<file path="config.mk">
export PLATFORM = sky130hd
export DESIGN_NAME = harmonic_scale_gen
export DESIGN_NICKNAME = d
export VERILOG_FILES = /design/src/rtl/harmonic_scale_gen.sv
export SDC_FILE = /design/constraint.sdc
export NUM_CORES = 1
export LEC_CHECK = 0
export BUFFER_PORTS_ARGS = -buffer_cell sky130_fd_sc_hd__buf_2
export CAP_MARGIN = 20
export CORE_ASPECT_RATIO = 0.9
export CORE_MARGIN = 8
export CORE_UTILIZATION = 40
export DETAILED_ROUTE_END_ITERATION = 16
export GPL_TIMING_DRIVEN = 0
export PLACE_DENSITY = 0.59
export SLEW_MARGIN = 20
export SYNTH_ARGS = -nofsm -noshare
export SYNTH_HDL_FRONTEND = slang
export SYNTH_SLANG_ARGS = --single-unit
</file>
<file path="constraint.sdc">
create_clock -name i_Clock -period 5.95 [get_ports i_Clock]
set_clock_uncertainty 0.05 [all_clocks]
set_input_delay 0.595 -clock i_Clock [delete_from_list [all_inputs] [get_ports i_Clock]]
set_output_delay 0.595 -clock i_Clock [all_outputs]
set_load 0.01 [all_outputs]
</file>
<file path="src/rtl/harmonic_scale_gen.sv">
// harmonic_scale_gen: per-harmonic amplitude multiplier for the additive oscillator.
// Harmonics are spread over CHANNELS attenuation accumulators by index modulo
// CHANNELS; each request decays the selected accumulator linearly (1 extra cycle)
// or exponentially (2 extra cycles: registered multiply, then subtract).
module harmonic_scale_gen #(
  parameter int unsigned DIV_BIT   = 11,
  parameter int unsigned CHANNELS  = 2,
  parameter int unsigned HARM_BITS = 7
) (
  input  logic                         i_Clock,
  input  logic                         i_Reset_n,
  input  logic                         i_Restart,
  input  logic                         i_Start,
  input  logic                         i_Mode,
  input  logic [CHANNELS*DIV_BIT-1:0]  i_Scale,
  input  logic [DIV_BIT-1:0]           i_Initial,
  output logic [DIV_BIT-1:0]           o_Mult,
  output logic [HARM_BITS-1:0]         o_Harmonic,
  output logic                         o_Valid,
  output logic                         o_Ready,
  output logic                         o_Exhausted
);

  localparam int unsigned CH_W   = (CHANNELS > 1) ? $clog2(CHANNELS) : 1;
  localparam int unsigned PROD_W = 2 * DIV_BIT;
  localparam logic [HARM_BITS-1:0] MAX_HARM = '1;

  typedef enum logic [1:0] {
    IDLE     = 2'd0,
    LIN_CALC = 2'd1,
    EXP_MUL  = 2'd2,
    EXP_SUB  = 2'd3
  } state_t;

  state_t                  state_q, state_nxt;
  logic [DIV_BIT-1:0]      acc [CHANNELS];
  logic [HARM_BITS-1:0]    h_q;
  logic [CH_W-1:0]         ch_q;
  logic [DIV_BIT-1:0]      s_q;
  logic [PROD_W-1:0]       prod_q;

  logic [HARM_BITS-1:0]    h_c;
  logic [CH_W-1:0]         ch_c;
  logic                    accept_c;
  logic                    done_c;
  logic [DIV_BIT-1:0]      acc_new_c;
  logic                    all_zero_c;

  // Index and channel of the harmonic that the next accepted request will produce
  always_comb begin
    h_c  = o_Harmonic + HARM_BITS'(1);
    ch_c = CH_W'(32'(h_c) % CHANNELS);
  end

  // Next-state, accept/complete decode and updated accumulator value
  always_comb begin
    state_nxt  = state_q;
    accept_c   = 1'b0;
    done_c     = 1'b0;
    acc_new_c  = acc[ch_q];
    all_zero_c = 1'b1;
    case (state_q)
      IDLE: begin
        if (i_Start && (o_Harmonic != MAX_HARM)) begin
          accept_c  = 1'b1;
          state_nxt = i_Mode ? EXP_MUL : LIN_CALC;
        end
      end
      LIN_CALC: begin
        done_c    = 1'b1;
        acc_new_c = (acc[ch_q] >= s_q) ? (acc[ch_q] - s_q) : '0;
        state_nxt = IDLE;
      end
      EXP_MUL: begin
        state_nxt = EXP_SUB;
      end
      EXP_SUB: begin
        done_c    = 1'b1;
        acc_new_c = acc[ch_q] - DIV_BIT'(prod_q >> DIV_BIT);
        state_nxt = IDLE;
      end
      default: state_nxt = IDLE;
    endcase
    for (int c = 0; c < int'(CHANNELS); c++) begin
      if (((CH_W'(c) == ch_q) ? acc_new_c : acc[c]) != '0) all_zero_c = 1'b0;
    end
  end

  // State register; reset and restart both return to IDLE
  always_ff @(posedge i_Clock) begin
    if (!i_Reset_n || i_Restart) state_q <= IDLE;
    else                         state_q <= state_nxt;
  end

  // Accumulators, request latches, product register and registered outputs
  always_ff @(posedge i_Clock) begin
    if (!i_Reset_n) begin
      for (int c = 0; c < int'(CHANNELS); c++) acc[c] <= '0;
      h_q         <= '0;
      ch_q        <= '0;
      s_q         <= '0;
      prod_q      <= '0;
      o_Mult      <= '0;
      o_Harmonic  <= '0;
      o_Valid     <= 1'b0;
      o_Ready     <= 1'b1;
      o_Exhausted <= 1'b1;
    end else if (i_Restart) begin
      for (int c = 0; c < int'(CHANNELS); c++) acc[c] <= i_Initial;
      o_Mult      <= i_Initial;
      o_Harmonic  <= '0;
      o_Valid     <= 1'b0;
      o_Ready     <= 1'b1;
      o_Exhausted <= (i_Initial == '0);
    end else begin
      o_Valid <= 1'b0;
      if (accept_c) begin
        h_q     <= h_c;
        ch_q    <= ch_c;
        s_q     <= i_Scale[ch_c*DIV_BIT +: DIV_BIT];
        o_Ready <= 1'b0;
      end
      if (state_q == EXP_MUL) begin
        prod_q <= PROD_W'(acc[ch_q]) * PROD_W'(s_q);
      end
      if (done_c) begin
        acc[ch_q]   <= acc_new_c;
        o_Mult      <= acc_new_c;
        o_Harmonic  <= h_q;
        o_Valid     <= 1'b1;
        o_Ready     <= 1'b1;
        o_Exhausted <= all_zero_c | (h_q == MAX_HARM);
      end
    end
  end

endmodule

</file>
==> flow_summary.ini <==
[run_status]
status = completed

[die]
dieWidth_um = 167
die_area_sq_um = 25400
io_pins = 59
die_h_um = 152
fp-row-count = 49
start_util_pct = 41.0
core-area_sq_um = 20000

[synth]
synthMuxAreaShare_pct = 3.73
synth_simple_gate_area_share_pct = 16.2
synth_area_per_cell_sq_um = 8.83
ys_types = 69
synth_adder_area_share_pct = 33.3
syn-num-nets = 1139
ys_seq_area_share_pct = 21.0
ys_seq_elements = 75
synth_compound_area_share_pct = 14.7
synth_top_family_by_area = adder cells
synth_edf_count = 22
syn_area_sq_um = 8220
synth_xor_area_share_pct = 2.98
synthFlopType = dfxtp_1
async_flop_share_pct = 0
synth_cells = 931
ys_warn_count = 0

[cts]
root_buffer = clkbuf_16
insertion_delay_ns = 0.34
cts_tree = done
cts_sinks = 75
clk_pin_slew_ns = 0.06
cts_buffer_depth = 2
h-tree-depth = 3
cts_buffers = 9
postCtsHoldBufs = 0

[drt]
route.antenna.remaining_nets = 0
first_pass_iters = 5
drc_errors = 0
routed_via_density = 5.48
wl_per_cell_um = 19.1
wirelength_mm = 24.7
drt_iter0_drc = 634
vias = 7100

[critical_path]
worst_ep_arrival_time_ns = 6.03
cp_num_buf_inv = 6
slowest_stage = fa_1
worst_setup_path_start_kind = flip-flop
crit_top_cell = fa_1
path_class = reg2reg
crit_family = adder cells
crit_required_ns = 6.13
cp-end-kind = flip-flop
crit_fanout = 5
cpPeakStageDelay_ns = 0.56
cp_cell_sequence = bufbuf_16 > mux2i_4 > clkinvlp_4 > buf_4 > ha_1 > inv_1 > fa_1 > fa_1 > inv_1 > fa_1 > fa_1 > fa_1 > ha_1 > and3_1 > a21oi_2 > o211ai_1 > buf_4 > a41oi_2 > xor2_1 > o21ai_1 > and2_1

[final_layout]
layout_commonest_cell = inv_1
antenna_cells = 0
final_util_pct = 48.6
final_layout_size_suffix_gt1_share_pct = 16.4
nNetsFinal = 1244
area_growth_pct = 18.5
final_cell_mix = inv_1, nand2_1, nor2_1, ha_1, fa_1

[global_route]
grt_max_degree = 16
antenna_found_initial = 0
gr-total-overflow = 0
grtUsageTotal_pct = 19.4
grt_pass1_wl_mm = 39.0
grt_pass1_vias = 7116

[sta]
slew_viol_final = 0
hold_viol = 0
rsz0062_at_grt = true
hold_ws_ns = 0.407
max_slew.worst_pin.slew_ns = 0.907
setup_viol = 0
slew_headroom_pct = 39.1
post-route-period-util_pct = 98.2
clock.fmax_mhz = 171
finalCriticalPeriod_ns = 5.84

[power]
leakage_nw = 4.52
p_per_area_nw_per_um2 = 187
vdd.ir_drop.worst_v = 0.000163

[worst_hold_path]
hp-class = reg2reg

[place]
hpwlAfterDp_mm = 19.3
gp_congestion = 0.903
port_buffers = 57

[run]
cap_violations = 0
[worst register-to-register path, delay by kind of cell (launching register included)]
family,cells,cell delay [ns]
compound gates,4,0.60
xor+xnor,1,0.23
fa+ha+maj,7,2.88
buf+inv,6,0.98
flops,1,0.41
mux,1,0.27
simple gates,2,0.33
[state kept, by name, summed over array words and instances (netlist names), 2 cells and up, named ones only]
name	flops
o_Mult	11
prod_q	11
o_Harmonic	7
state_q	2
s_q	11
h_q	7
acc	22
[synthesized netlist by cell type, drive strengths merged, types with 3 or more instances]
library cell,n,share of area (%)
a21oi,29,1.8
dfxtp,53,13
a211o,3,0.32
clkbuf,27,1.3
and2,19,1.4
xnor2,18,1.9
o21ai,43,2.6
nor2,88,4.1
or2,3,0.23
inv,125,5.7
fa,81,20
nand2,103,4.8
a31oi,6,0.46
and3,4,0.32
edfxtp,22,8.0
nor3,15,0.91
o211ai,6,0.55
xor2,10,1.1
nor2b,11,0.84
or3,3,0.23
nor4,9,0.69
o211a,18,2.2
mux2i,28,3.5
a222oi,7,0.85
ha,89,14
a21boi,4,0.37
buf,7,0.81
o21a,11,1.0
nand3b,3,0.27
a211oi,9,0.88
nand4,7,0.53
a21o,10,0.91
nand3,17,1.0
clkinv,7,0.32
o31ai,3,0.27
o2111ai,4,0.43
[report_power, final]
group          internal, W  switching (W)
clock             0.000298       0.000238
sequential        0.000554      0.0000295
combinational     0.000286       0.000416
total              0.00114       0.000683
[repair_timing]
item / CTS / global route
setup endpoints to repair: 11 / 9
gates resized for setup: 41 / 22
buffers inserted: 18 / 19
pin swaps: 4 / 11
gates cloned: 1 / 0
[through the flow]
step / power [W] / instance area, sq um / setup TNS, ns / instances / setup slack, ns
after detailed placement: 0.00121 / 8830 / -15.14 / 1243 / -1.51
after CTS: 0.00179 / 9470 / 0 / 1277 / 0.000600
after global placement: 0.00120 / 8820 / -14.47 / 1243 / -1.43
final: 0.00182 / 9740 / 0 / 1296 / 0.108
after global routing: 0.00192 / 9740 / -0.0629 / 1296 / -0.0629
after floorplan: 0.00102 / 8220 / 0 / 931 / 0.182
[per-layer routing]
| layer | share of wire (%) | global-route usage (%) | vias up |
|---|---|---|---|
| li1 | - | - | 3366 |
| met1 | 46 | 27.1 | 3485 |
| met2 | 46 | 31.3 | 223 |
| met3 | 6.2 | 2.87 | 26 |
| met4 | 1.5 | 4.07 | 0 |
| met5 | 0 | 0 | - |
[cells by family after synthesis]
kind of cell             Yosys count
XOR/XNOR                          28
AND/OR/NAND/NOR                  290
multiplexers                      30
buffers and inverters            166
adder cells (fa/ha/maj)          170
AO/OA/AOI/OAI                    172
flip-flops                        75
[layout make-up]
cell class	count	area [sq um]
Buffer	33	183
Clock buffer	10	239
Clock inverter	6	45.0
Fill cell	1959	10300
Inverter	132	527
Multi-Input combinational cell	690	6070
Sequential cell	75	1730
Tap cell	255	319
Timing Repair Buffer	95	628
[path summary, 6_finish.rpt]
kind / cells past startpoint / to / slack [ns] / from
setup / recovery: 21 / prod_q[16] / 0.11 / flip-flop
hold / removal: 2 / prod_q[12] / 0.41 / prod_q[12]
setup reg to reg: 21 / prod_q[16] / 0.11 / flip-flop
hold reg to reg: 2 / prod_q[12] / 0.41 / prod_q[12]
No activity file was read; power rests on OpenSTA's default activity.
